## src/rtl/block_digital_core_if.sv

```systemverilog
// Command bus of block_digital_core: register op code, target address, write data
// and the read-drive flag that accompanies the tri-state data_out pin.
interface block_digital_core_if;
    // code/addr/data_in are sampled on every rising clk_3p2M edge. There is no
    // valid/ready pair: an op other than write/read is an idle cycle. data_oe is
    // high exactly while the block drives data_out (combinational read path).
    logic [5:0]  code;
    logic [9:0]  addr;
    logic [15:0] data_in;
    logic        data_oe;

    modport master (output code, output addr, output data_in, input data_oe);
    modport slave  (input code, input addr, input data_in, output data_oe);
endinterface

```

## src/rtl/block_digital_core.sv

```systemverilog
// Digital core: register file, auto-zero clocks, 4-channel 12-bit SAR sequencer and daisy chain.
// Define BLOCK_DIGITAL_READBACK_EN to add the register readback path and STATUS register.
module block_digital_core (
    input  logic                       clk_3p2M,
    input  logic                       rst_n,
    block_digital_core_if.slave        bus,
    input  logic [7:0]                 reg_map_addr,
    output wire  [15:0]                data_out,
    output logic [11:0]                Rec_0,
    output logic [11:0]                Rec_1,
    output logic [11:0]                Rec_2,
    output logic [11:0]                Rec_3,
    output logic [8:0]                 STIM_AMP_0,
    output logic [8:0]                 STIM_AMP_1,
    output logic [8:0]                 STIM_AMP_2,
    output logic [8:0]                 STIM_AMP_3,
    output logic                       OFF_STIM_0,
    output logic                       OFF_STIM_1,
    output logic                       OFF_STIM_2,
    output logic                       OFF_STIM_3,
    output logic                       AMP_ON_0,
    output logic                       AMP_ON_1,
    output logic                       AMP_ON_2,
    output logic                       AMP_ON_3,
    output logic                       AMP_X50_0,
    output logic                       AMP_X50_1,
    output logic                       AMP_X50_2,
    output logic                       AMP_X50_3,
    output logic                       AZ_CLK_0,
    output logic                       AZ_CLK_1,
    output logic                       AZ_CLK_2,
    output logic                       AZ_CLK_3,
    output logic                       AZ_CLK_N_0,
    output logic                       AZ_CLK_N_1,
    output logic                       AZ_CLK_N_2,
    output logic                       AZ_CLK_N_3,
    output logic [3:0]                 SW_ANO_N_0,
    output logic [3:0]                 SW_ANO_N_1,
    output logic [3:0]                 SW_ANO_N_2,
    output logic [3:0]                 SW_ANO_N_3,
    output logic [3:0]                 SW_CAN_0,
    output logic [3:0]                 SW_CAN_1,
    output logic [3:0]                 SW_CAN_2,
    output logic [3:0]                 SW_CAN_3,
    output logic [3:0]                 CB_CHNL_0,
    output logic [3:0]                 CB_CHNL_1,
    output logic [3:0]                 CB_CHNL_2,
    output logic [3:0]                 CB_CHNL_3,
    input  logic                       AMP_OUT_0,
    input  logic                       AMP_OUT_1,
    input  logic                       AMP_OUT_2,
    input  logic                       AMP_OUT_3,
    output logic [7:0]                 elec_mux,
    output logic [3:0]                 D_HP,
    input  logic [3:0]                 COMP,
    output logic                       SAMP,
    output logic                       SAMP_analog,
    output logic                       WP0,
    output logic                       WP1,
    output logic                       WP2,
    output logic                       WP3,
    input  logic [12:0]                data_from_pre,
    output logic [12:0]                data_to_post,
    output logic [5:0]                 o_dbg_frame_cnt
);

    localparam logic [1:0] OP_WRITE = 2'b01;

    logic [11:0] r_rec  [4];
    logic [11:0] r_stim [4];
    logic [11:0] r_sw   [4];
    logic [11:0] r_misc;

    logic [1:0]  w_op;
    logic [3:0]  w_idx;
    logic        w_local;
    logic        w_bcast;
    logic        w_wr;
    logic [3:0]  w_amp_out;
    logic        w_unused;

    assign w_op      = bus.code[5:4];
    assign w_idx     = bus.code[3:0];
    assign w_local   = (bus.addr[9:8] == 2'b00) && (bus.addr[7:0] == reg_map_addr);
    assign w_bcast   = (bus.addr == 10'h3FF);
    assign w_wr      = (w_op == OP_WRITE) && (w_local || w_bcast);
    assign w_amp_out = {AMP_OUT_3, AMP_OUT_2, AMP_OUT_1, AMP_OUT_0};

    // Indices 13..15 fall through untouched: STATUS is read-only, 14/15 reserved.
    always_ff @(posedge clk_3p2M or negedge rst_n) begin
        if (!rst_n) begin
            for (int n = 0; n < 4; n++) begin
                r_rec[n]  <= 12'h000;
                r_stim[n] <= 12'h000;
                r_sw[n]   <= 12'h00F;
            end
            r_misc <= 12'h000;
        end else if (w_wr) begin
            case (w_idx[3:2])
                2'd0: r_rec[w_idx[1:0]]  <= bus.data_in[11:0];
                2'd1: r_stim[w_idx[1:0]] <= bus.data_in[11:0];
                2'd2: r_sw[w_idx[1:0]]   <= bus.data_in[11:0];
                2'd3: if (w_idx[1:0] == 2'd0) r_misc <= bus.data_in[11:0];
            endcase
        end
    end

    // Frame sequencer. r_active holds the count at 0 for the first edge after reset,
    // so the first post-reset frame shows SAMP for two full clocks like every other.
    logic        r_active;
    logic [5:0]  r_cnt;
    logic [5:0]  w_cnt_nxt;
    logic [3:0]  w_sar_bit;
    logic        r_samp;
    logic        r_samp_an;
    logic [3:0]  r_wp;
    logic [11:0] r_result [4];
    logic [12:0] r_shift  [4];

    assign w_cnt_nxt = r_active ? r_cnt + 6'd1 : 6'd0;
    assign w_sar_bit = 4'(6'd13 - r_cnt);

    always_ff @(posedge clk_3p2M or negedge rst_n) begin
        if (!rst_n) begin
            r_active  <= 1'b0;
            r_cnt     <= 6'd0;
            r_samp    <= 1'b0;
            r_samp_an <= 1'b0;
            r_wp      <= 4'h0;
            for (int n = 0; n < 4; n++) begin
                r_result[n] <= 12'h000;
                r_shift[n]  <= 13'h1FFF;
            end
        end else begin
            r_active  <= 1'b1;
            r_cnt     <= w_cnt_nxt;
            r_samp    <= (w_cnt_nxt < 6'd2);
            r_samp_an <= (w_cnt_nxt < 6'd3);
            if (r_active) begin
                if (r_cnt >= 6'd2 && r_cnt <= 6'd13) begin
                    for (int n = 0; n < 4; n++) r_result[n][w_sar_bit] <= COMP[n];
                    r_wp <= COMP;
                end else begin
                    r_wp <= 4'h0;
                end
                if (r_cnt == 6'd15) begin
                    for (int n = 0; n < 4; n++)
                        r_shift[n] <= {1'b0, r_rec[n][0] ? r_result[n] : 12'h000};
                end else begin
                    for (int n = 0; n < 3; n++) r_shift[n] <= r_shift[n + 1];
                    r_shift[3] <= data_from_pre;
                end
            end
        end
    end

    // Auto-zero clocks share frame-count bit 4: 16 clocks high, 16 low.
    logic [3:0] w_az;
    always_comb begin
        w_az = 4'h0;
        for (int n = 0; n < 4; n++) w_az[n] = r_stim[n][10] & r_cnt[4];
    end

`ifdef BLOCK_DIGITAL_READBACK_EN
    logic [3:0]  r_amp_s1;
    logic [3:0]  r_amp_s2;
    logic [11:0] w_rd_word;
    logic        w_rd;

    always_ff @(posedge clk_3p2M or negedge rst_n) begin
        if (!rst_n) begin
            r_amp_s1 <= 4'h0;
            r_amp_s2 <= 4'h0;
        end else begin
            r_amp_s1 <= w_amp_out;
            r_amp_s2 <= r_amp_s1;
        end
    end

    always_comb begin
        w_rd_word = 12'h000;
        case (w_idx[3:2])
            2'd0:    w_rd_word = r_rec[w_idx[1:0]];
            2'd1:    w_rd_word = r_stim[w_idx[1:0]];
            2'd2:    w_rd_word = r_sw[w_idx[1:0]];
            default: begin
                if (w_idx == 4'd12)      w_rd_word = r_misc;
                else if (w_idx == 4'd13) w_rd_word = {8'h00, r_amp_s2};
            end
        endcase
    end

    // Broadcast never has addr[9:8]==0, so w_local alone excludes it from reads.
    assign w_rd        = (w_op == 2'b10) && w_local;
    assign bus.data_oe = w_rd;
    assign data_out    = w_rd ? {4'h0, w_rd_word} : 16'hzzzz;
    assign w_unused    = ^bus.data_in[15:12];
`else
    assign bus.data_oe = 1'b0;
    assign data_out    = 16'hzzzz;
    assign w_unused    = ^{w_amp_out, bus.data_in[15:12]};
`endif

    assign Rec_0 = r_rec[0];
    assign Rec_1 = r_rec[1];
    assign Rec_2 = r_rec[2];
    assign Rec_3 = r_rec[3];

    assign STIM_AMP_0 = r_stim[0][8:0];
    assign STIM_AMP_1 = r_stim[1][8:0];
    assign STIM_AMP_2 = r_stim[2][8:0];
    assign STIM_AMP_3 = r_stim[3][8:0];
    assign OFF_STIM_0 = r_stim[0][9];
    assign OFF_STIM_1 = r_stim[1][9];
    assign OFF_STIM_2 = r_stim[2][9];
    assign OFF_STIM_3 = r_stim[3][9];
    assign AMP_ON_0   = r_stim[0][10];
    assign AMP_ON_1   = r_stim[1][10];
    assign AMP_ON_2   = r_stim[2][10];
    assign AMP_ON_3   = r_stim[3][10];
    assign AMP_X50_0  = r_stim[0][11];
    assign AMP_X50_1  = r_stim[1][11];
    assign AMP_X50_2  = r_stim[2][11];
    assign AMP_X50_3  = r_stim[3][11];

    assign AZ_CLK_0   = w_az[0];
    assign AZ_CLK_1   = w_az[1];
    assign AZ_CLK_2   = w_az[2];
    assign AZ_CLK_3   = w_az[3];
    assign AZ_CLK_N_0 = ~w_az[0];
    assign AZ_CLK_N_1 = ~w_az[1];
    assign AZ_CLK_N_2 = ~w_az[2];
    assign AZ_CLK_N_3 = ~w_az[3];

    assign SW_ANO_N_0 = r_sw[0][3:0];
    assign SW_ANO_N_1 = r_sw[1][3:0];
    assign SW_ANO_N_2 = r_sw[2][3:0];
    assign SW_ANO_N_3 = r_sw[3][3:0];
    assign SW_CAN_0   = r_sw[0][7:4];
    assign SW_CAN_1   = r_sw[1][7:4];
    assign SW_CAN_2   = r_sw[2][7:4];
    assign SW_CAN_3   = r_sw[3][7:4];
    assign CB_CHNL_0  = r_sw[0][11:8];
    assign CB_CHNL_1  = r_sw[1][11:8];
    assign CB_CHNL_2  = r_sw[2][11:8];
    assign CB_CHNL_3  = r_sw[3][11:8];

    assign elec_mux = r_misc[7:0];
    assign D_HP     = r_misc[11:8];

    assign SAMP            = r_samp;
    assign SAMP_analog     = r_samp_an;
    assign WP0             = r_wp[0];
    assign WP1             = r_wp[1];
    assign WP2             = r_wp[2];
    assign WP3             = r_wp[3];
    assign data_to_post    = r_shift[0];
    assign o_dbg_frame_cnt = r_cnt;

endmodule

```

## src/flat_wrapper.sv

```systemverilog
// flat-port wrapper written by rule: the top's interface ports become plain ports
module block_digital_core_flat 
  (clk_3p2M, rst_n, reg_map_addr, data_out, Rec_0, Rec_1, Rec_2, Rec_3, STIM_AMP_0, STIM_AMP_1, STIM_AMP_2, STIM_AMP_3, OFF_STIM_0, OFF_STIM_1, OFF_STIM_2, OFF_STIM_3, AMP_ON_0, AMP_ON_1, AMP_ON_2, AMP_ON_3, AMP_X50_0, AMP_X50_1, AMP_X50_2, AMP_X50_3, AZ_CLK_0, AZ_CLK_1, AZ_CLK_2, AZ_CLK_3, AZ_CLK_N_0, AZ_CLK_N_1, AZ_CLK_N_2, AZ_CLK_N_3, SW_ANO_N_0, SW_ANO_N_1, SW_ANO_N_2, SW_ANO_N_3, SW_CAN_0, SW_CAN_1, SW_CAN_2, SW_CAN_3, CB_CHNL_0, CB_CHNL_1, CB_CHNL_2, CB_CHNL_3, AMP_OUT_0, AMP_OUT_1, AMP_OUT_2, AMP_OUT_3, elec_mux, D_HP, COMP, SAMP, SAMP_analog, WP0, WP1, WP2, WP3, data_from_pre, data_to_post, o_dbg_frame_cnt, bus_code, bus_addr, bus_data_in, bus_data_oe);
  block_digital_core_if bus_i ();
  input  logic clk_3p2M;
  input  logic rst_n;
  input  logic [7:0] reg_map_addr;
  output wire  [15:0] data_out;
  output logic [11:0] Rec_0;
  output logic [11:0] Rec_1;
  output logic [11:0] Rec_2;
  output logic [11:0] Rec_3;
  output logic [8:0] STIM_AMP_0;
  output logic [8:0] STIM_AMP_1;
  output logic [8:0] STIM_AMP_2;
  output logic [8:0] STIM_AMP_3;
  output logic OFF_STIM_0;
  output logic OFF_STIM_1;
  output logic OFF_STIM_2;
  output logic OFF_STIM_3;
  output logic AMP_ON_0;
  output logic AMP_ON_1;
  output logic AMP_ON_2;
  output logic AMP_ON_3;
  output logic AMP_X50_0;
  output logic AMP_X50_1;
  output logic AMP_X50_2;
  output logic AMP_X50_3;
  output logic AZ_CLK_0;
  output logic AZ_CLK_1;
  output logic AZ_CLK_2;
  output logic AZ_CLK_3;
  output logic AZ_CLK_N_0;
  output logic AZ_CLK_N_1;
  output logic AZ_CLK_N_2;
  output logic AZ_CLK_N_3;
  output logic [3:0] SW_ANO_N_0;
  output logic [3:0] SW_ANO_N_1;
  output logic [3:0] SW_ANO_N_2;
  output logic [3:0] SW_ANO_N_3;
  output logic [3:0] SW_CAN_0;
  output logic [3:0] SW_CAN_1;
  output logic [3:0] SW_CAN_2;
  output logic [3:0] SW_CAN_3;
  output logic [3:0] CB_CHNL_0;
  output logic [3:0] CB_CHNL_1;
  output logic [3:0] CB_CHNL_2;
  output logic [3:0] CB_CHNL_3;
  input  logic AMP_OUT_0;
  input  logic AMP_OUT_1;
  input  logic AMP_OUT_2;
  input  logic AMP_OUT_3;
  output logic [7:0] elec_mux;
  output logic [3:0] D_HP;
  input  logic [3:0] COMP;
  output logic SAMP;
  output logic SAMP_analog;
  output logic WP0;
  output logic WP1;
  output logic WP2;
  output logic WP3;
  input  logic [12:0] data_from_pre;
  output logic [12:0] data_to_post;
  output logic [5:0] o_dbg_frame_cnt;
  input wire logic [$bits(bus_i.code)-1:0] bus_code;
  input wire logic [$bits(bus_i.addr)-1:0] bus_addr;
  input wire logic [$bits(bus_i.data_in)-1:0] bus_data_in;
  output wire logic [$bits(bus_i.data_oe)-1:0] bus_data_oe;
  assign bus_i.code = bus_code;
  assign bus_i.addr = bus_addr;
  assign bus_i.data_in = bus_data_in;
  assign bus_data_oe = bus_i.data_oe;
  block_digital_core u_core (.clk_3p2M(clk_3p2M), .rst_n(rst_n), .bus(bus_i), .reg_map_addr(reg_map_addr), .data_out(data_out), .Rec_0(Rec_0), .Rec_1(Rec_1), .Rec_2(Rec_2), .Rec_3(Rec_3), .STIM_AMP_0(STIM_AMP_0), .STIM_AMP_1(STIM_AMP_1), .STIM_AMP_2(STIM_AMP_2), .STIM_AMP_3(STIM_AMP_3), .OFF_STIM_0(OFF_STIM_0), .OFF_STIM_1(OFF_STIM_1), .OFF_STIM_2(OFF_STIM_2), .OFF_STIM_3(OFF_STIM_3), .AMP_ON_0(AMP_ON_0), .AMP_ON_1(AMP_ON_1), .AMP_ON_2(AMP_ON_2), .AMP_ON_3(AMP_ON_3), .AMP_X50_0(AMP_X50_0), .AMP_X50_1(AMP_X50_1), .AMP_X50_2(AMP_X50_2), .AMP_X50_3(AMP_X50_3), .AZ_CLK_0(AZ_CLK_0), .AZ_CLK_1(AZ_CLK_1), .AZ_CLK_2(AZ_CLK_2), .AZ_CLK_3(AZ_CLK_3), .AZ_CLK_N_0(AZ_CLK_N_0), .AZ_CLK_N_1(AZ_CLK_N_1), .AZ_CLK_N_2(AZ_CLK_N_2), .AZ_CLK_N_3(AZ_CLK_N_3), .SW_ANO_N_0(SW_ANO_N_0), .SW_ANO_N_1(SW_ANO_N_1), .SW_ANO_N_2(SW_ANO_N_2), .SW_ANO_N_3(SW_ANO_N_3), .SW_CAN_0(SW_CAN_0), .SW_CAN_1(SW_CAN_1), .SW_CAN_2(SW_CAN_2), .SW_CAN_3(SW_CAN_3), .CB_CHNL_0(CB_CHNL_0), .CB_CHNL_1(CB_CHNL_1), .CB_CHNL_2(CB_CHNL_2), .CB_CHNL_3(CB_CHNL_3), .AMP_OUT_0(AMP_OUT_0), .AMP_OUT_1(AMP_OUT_1), .AMP_OUT_2(AMP_OUT_2), .AMP_OUT_3(AMP_OUT_3), .elec_mux(elec_mux), .D_HP(D_HP), .COMP(COMP), .SAMP(SAMP), .SAMP_analog(SAMP_analog), .WP0(WP0), .WP1(WP1), .WP2(WP2), .WP3(WP3), .data_from_pre(data_from_pre), .data_to_post(data_to_post), .o_dbg_frame_cnt(o_dbg_frame_cnt));
endmodule
```

## config.mk

```make
export PLATFORM = sky130hd
export DESIGN_NAME = block_digital_core_flat
export DESIGN_NICKNAME = d
export VERILOG_FILES = /design/src/rtl/block_digital_core_if.sv /design/src/rtl/block_digital_core.sv /design/src/flat_wrapper.sv
export SDC_FILE = /design/constraint.sdc
export NUM_CORES = 1
export LEC_CHECK = 0
export CAP_MARGIN = 25
export CORE_MARGIN = 2
export CORE_UTILIZATION = 54
export CTS_CLUSTER_DIAMETER = 80
export DETAILED_ROUTE_END_ITERATION = 8
export PLACE_DENSITY_LB_ADDON = 0.08
export REMOVE_ABC_BUFFERS = 1
export SYNTH_ARGS = -nofsm -noshare
export SYNTH_HDL_FRONTEND = slang
export SYNTH_SLANG_ARGS = --single-unit
```

## constraint.sdc

```tcl
create_clock -name clk_3p2M -period 5.5 [get_ports clk_3p2M]
set_input_delay 1.375 -clock clk_3p2M [delete_from_list [all_inputs] [get_ports clk_3p2M]]
set_output_delay 1.375 -clock clk_3p2M [all_outputs]
set_load 0.01 [all_outputs]
```

# Yosys cells after proc, flatten, opt, wreduce, memory -nomap -nowiden
# Index checks and enable logic that the tools add are counted.
# op_classes
reduce_logical	14
n_lt_le_gt_ge	8
bitwise_logic	9
n_eq_ne	7
muxes	18
addsub	2
# op_table
operator	count
bitwise mux 48 bit	3
2-to-1 mux 12 bit	5
2-to-1 mux 52 bit	1
bitwise mux 12 bit	4
demux 12 bit (select 2 bit)	1
less-than comparator 6 x 2 -> 1 bit, second input constant	2
== test 10 bit, second input constant	1
== test 8 bit	1
AND reduction 2 bit	4
adder 6 x 1 -> 6 bit, second input constant	1
== test 6 x 4 -> 1 bit, second input constant	1
greater-or-equal comparator 6 x 2 -> 1 bit, second input constant	1
less-or-equal comparator 6 x 4 -> 1 bit, second input constant	1
logical NOT 2 bit	3
2-to-1 mux 6 bit	1
logical AND 1 bit	5
less-than comparator 4 x 5 -> 1 bit, second input constant	1
bitwise AND 1 bit	4
demux 1 bit (select 4 bit)	1
== test 2 x 1 -> 1 bit, second input constant	2
== test 2 bit, second input constant	2
greater-or-equal comparator 4 x 1 -> 1 bit, second input constant	1
2-to-1 mux 4 bit	1
NOT 1 bit	4
7 further kinds	7
# totals
out_inout_bits	206
word_cells	84
inputBits	63
ff_bits	269

# Longest topological paths before layout
# depth
word_depth	6
depth_mapped	7
depth_no_buf	7

# Worst setup path after synthesis
# No wires, ideal clock.
# synth_timing
path_type	in2reg
startpoint	input port reg_map_addr[0]
endpoint	register u_core.r_rec, in the netlist u_core.Rec_3[10]
required_time_ns	5.372
path_slack_ns	2.281
setup_ns	0.128
cell_stages	7
n_path_buf	2
arrival_time_ns	3.091
cell_sequence	xor2_1 -> a2111o_1 -> nor4_2 -> buf_6 -> o2111ai_2 -> buf_6 -> mux2_1
# synth_between
elab_chain_len	5
# synth_rtl
element	line	source
start: declaration	flat_wrapper.sv:7	input logic [7:0] reg_map_addr;
== test 8 bit	block_digital_core.sv:84	assign w_local = (bus.addr[9:8] == 2'b00) && (bus.addr[7:0] == reg_map_addr);
logical AND 1 bit	block_digital_core.sv:84	
logical OR 1 bit	block_digital_core.sv:86	assign w_wr = (w_op == OP_WRITE) && (w_local || w_bcast);
logical AND 1 bit	block_digital_core.sv:86	
AND reduction 2 bit (no line)	n/a	
end signal: indexed assignment	block_digital_core.sv:100	2'd0: r_rec[w_idx[1:0]] <= bus.data_in[11:0];
end: declaration	block_digital_core.sv:69	logic [11:0] r_rec [4];
# No other way between the ends.
# A chain may end at the register's enable or synchronous reset.

# Worst setup path after layout
# layout_timing
startpoint	input port bus_addr[0]
endpoint	register u_core.r_stim, in the netlist u_core.STIM_AMP_3[1]
# layout_between
elab_chain_len	5
elab_cells_between_ends	6
classes_between	eq/ne (2); reduce/logical (4)
# layout_rtl
element	line	source
start: declaration	flat_wrapper.sv:66	input wire logic [$bits(bus_i.addr)-1:0] bus_addr;
== test 8 bit	block_digital_core.sv:84	
logical AND 1 bit	block_digital_core.sv:84	
logical OR 1 bit (*)	block_digital_core.sv:86	
logical AND 1 bit (*)	block_digital_core.sv:86	
AND reduction 2 bit (no line) (*)	n/a	
end signal: indexed assignment	block_digital_core.sv:101	2'd1: r_stim[w_idx[1:0]] <= bus.data_in[11:0];
end: declaration	block_digital_core.sv:70	logic [11:0] r_stim [4];
# Mark *: on every way between the ends. The rest lies on a longest branch, timed or not.

==> summary by stage <==
Finish
Leaving out fill and tap cells, the most frequent cells in the layout are clkdlybuf4s50_1, dfrtp_1, mux2_1. Across the whole layout, storage elements account for between 6000 and 7000 um2. The layout cell share with drive strength beyond 1 is about 17%. The final cell area excluding filler cells is roughly 15000 um2. In the final layout, the multi-input gates occupy 4090 um2. Fill cells in the final layout number 1486.

The repair_antennas step left the layout with diodes totalling 0. The area growth from synthesis to layout is 30.4%. The leading cell type in the layout, fill and taps excluded is clkdlybuf4s50_1. For this run, the post-layout net count is 1162.

Pwr
The standby leakage power is 6.95 nW. Across the VDD grid, the largest voltage drop is 0.000351 V. The power density over the cells is 300 nW/um2.

STA
The worst setup skew after layout is between 0.015 and 0.02 ns. The final hold violation count is 0. In the final timing run, aggregate negative setup slack is 0 ns. At the pin with the least slew margin, the transition time is between 0.9 and 1 ns.

Based on the critical path, the design can be clocked at up to roughly 290 MHz. The clock period could shrink to approximately 3.4 ns. Setup violations remaining at the end of the flow were counted as 0.

The total count of max-transition violations in the final report was 0. The share of the clock period used by the worst path is 62.7%. Setup slack closes at 2.05 ns. The remaining max-slew budget at the tightest pin is 33.5%. Setup repair after global routing left no endpoint under its margin.

Placed design
Before CTS, the worst setup slack after placement is between 1 and 1.5 ns. The number of port buffers is 243. The half-perimeter wire length after placement is 18.1 mm. The placed instance area is 13800 um2. Routability-driven placement finished with a final weighted congestion of 0.793.

Synth
Dividing the synthesized area by the synthesized cell count gives 12.9 um2. The top-area cell type share of the netlist area is approximately 44%. The instance count of the mapped netlist is slightly below 900. For this run, asynchronously set or reset flops after synthesis account for between 90% and 100%. During synthesis, Yosys emitted a total of 0 warnings. Synthesis instantiated 43 different standard cells from the library. The mapped netlist covers 11400 um2. Sorting the synthesized cells by area gives the leading types as dfrtp_1, dfstp_2, mux2_1.

After synthesis, flip-flops and latches occupy 60.0% of the total area. The predominant post-synthesis flop cell is dfrtp_1. The number of flops mapped to enable cells by yosys is 0. The synthesis-stage register bit count is roughly 270.

The leading area contributor after synthesis is dfrtp_1.

GRT
The number of global-route vias before repair is 7829. Entering global routing, the biggest net connects 114 pins. The first global-routing pass estimated 43.7 mm of wire.

The initial antenna violation count is 0. The total congestion overflow after global routing is 0. The all-layer global routing usage is 25.3%.

Setup path
The critical path startpoint category is an input pin. The worst reg-to-reg path cell count is 5. The path type of the worst setup path is input pin to flop. The data required time at the worst endpoint is 5.91 ns. STA classifies the critical path endpoint as a flop.

The endpoint arrival time on the critical path is 3.86 ns. The maximum fanout encountered on the critical timing path is 12.

Floorplanning
The chip height is 149 um. The initial core utilization is 54.6%. The placement row count is 53. The I/O pin count is around 270. The floorplan step defined a die boundary enclosing around 22000 um2. The total area inside the core boundary comes to 20800 um2. The x dimension of the die is between 100 and 150 um.

Hold path
The tightest min-delay check is of the flop to flop type. The worst hold path was traced through 2 stages.

Run
Across the run, the number of max-cap violations was 0.

Outcome
The run finished with clean final reports.

Route
In the routed design, unresolved DRC markers number 0. The average detailed-routed wire length per instance is ~20 um. Dividing the detail-routed via count by the number of cells gives 5.37. The detailed router finished its first iteration with 329 violations. The number of nets with antenna violations after routing is 0. The vias after detailed routing is 7452. The aggregate routed wire length is approximately 28 mm. The number of iterations in the first detailed-routing pass is 4.

Clock network
TritonCTS built the clock tree. The source-to-sink clock delay at the later pin of the worst-skew pair is 0.54 ns. The clock tree buffer depth is 3.

CTS saw 269 sinks. The number of clock buffers added by TritonCTS is 29. The clock slew at the register clock pins of the worst setup and hold paths is 0.06 ns. The clock root buffer is clkbuf_16. The total of hold buffers inserted after clock tree synthesis is 0.

The post-CTS setup repair buffer count is 0. The number of resized instances in the post-cts repair step is 0. The number of H-tree levels is 1.
cells in the mapped netlist, types with 11 or more instances:
| cell | n |
|---|---|
| nand2_1 | 71 |
| clkbuf_1 | 45 |
| inv_1 | 16 |
| mux2_2 | 38 |
| dfrtp_1 | 201 |
| buf_4 | 30 |
| mux2_1 | 157 |
| nand3_1 | 54 |
| nor2_1 | 51 |
| a31oi_1 | 48 |
| dfstp_2 | 68 |
| buf_2 | 11 |
state kept, by name (all words and copies together) (netlist names), 6 cells and up:
name,count
u_core.STIM_AMP_3,9
u_core.STIM_AMP_0,9
u_core.Rec_3,12
u_core.r_misc,12
u_core.r_shift,39
u_core.Rec_0,12
u_core.STIM_AMP_1,9
u_core.r_result,48
u_core.STIM_AMP_2,9
u_core.Rec_1,12
u_core.Rec_2,12
u_core.data_to_post,13
u_core.o_dbg_frame_cnt,6
area by class of cell:
class | count | share of cell area, %
sequential | 269 | 46.0
multi-input combinational | 521 | 27.6
timing repair buffer | 254 | 17.2
clock buffer | 45 | 5.84
tap | 275 | 2.32
clock inverter | 7 | 0.667
inverter | 16 | 0.405
metal layers:
layer	vias up	routed length (um)	GRT usage, %
met3	44	2430	8.72
met5	-	0	0
met2	195	13500	42.6
met4	0	646	5.90
li1	3427	-	-
met1	3786	10900	31.6
worst paths after layout:
path                                                start                 endpoint  slack (ns)
worst max-delay path                          bus_addr[0]     u_core.STIM_AMP_3[1]        2.05
worst min-delay path              u_core.data_to_post[12]  u_core.data_to_post[12]        0.46
worst max register to register  u_core.o_dbg_frame_cnt[1]        u_core.r_shift[5]        2.98
worst min register to register    u_core.data_to_post[12]  u_core.data_to_post[12]        0.46
max in group asynchronous                           rst_n   u_core.data_to_post[3]        3.55
min in group asynchronous                           rst_n      u_core.r_result[31]        0.90
worst max-delay path, cell delays in order:
cell             delay [ns]
clkdlybuf4s50_1        0.44
xor2_1                 0.15
a2111o_1               0.42
nor4_2                 0.23
buf_4                  0.26
o2111ai_2              0.46
mux2_1                 0.51
cells by family (layout without fill, tap and decap cells):
| kind of cell | after synthesis | in the layout | share of synthesized area [%] |
|---|---|---|---|
| AOI/OAI and AO/OA | 73 | 73 | 4.64 |
| xor gates and xnor gates | 12 | 12 | 0.925 |
| adders and majority gates | 8 | 8 | 0.881 |
| buffers and inverters | 105 | 322 | 4.71 |
| DFF | 269 | 269 | 60.0 |
| muxes | 204 | 204 | 20.5 |
| other | 2 | 18 | 0.0661 |
| and+or+nand+nor | 206 | 206 | 8.25 |
per-stage QoR:
stage	power [mW]	util, %	cells	hold WS (ns)
6_report	4.44	71.2	1387	0.464
5_1_grt	4.61	71.2	1387	0.496
4_1_cts	4.48	71.1	1386	0.470
3_5_place_dp	2.54	66.5	1334	0.461
3_3_place_gp	2.52	66.4	1333	0.457
2_1_floorplan	2.34	-	806	0.449
power by group:
part	total, mW	switching, mW	internal (mW)
combinational	0.318	0.168	0.149
sequential	2.18	0.0624	2.12
clock	1.94	0.773	1.17
Power figures use the tool's default switching activity.
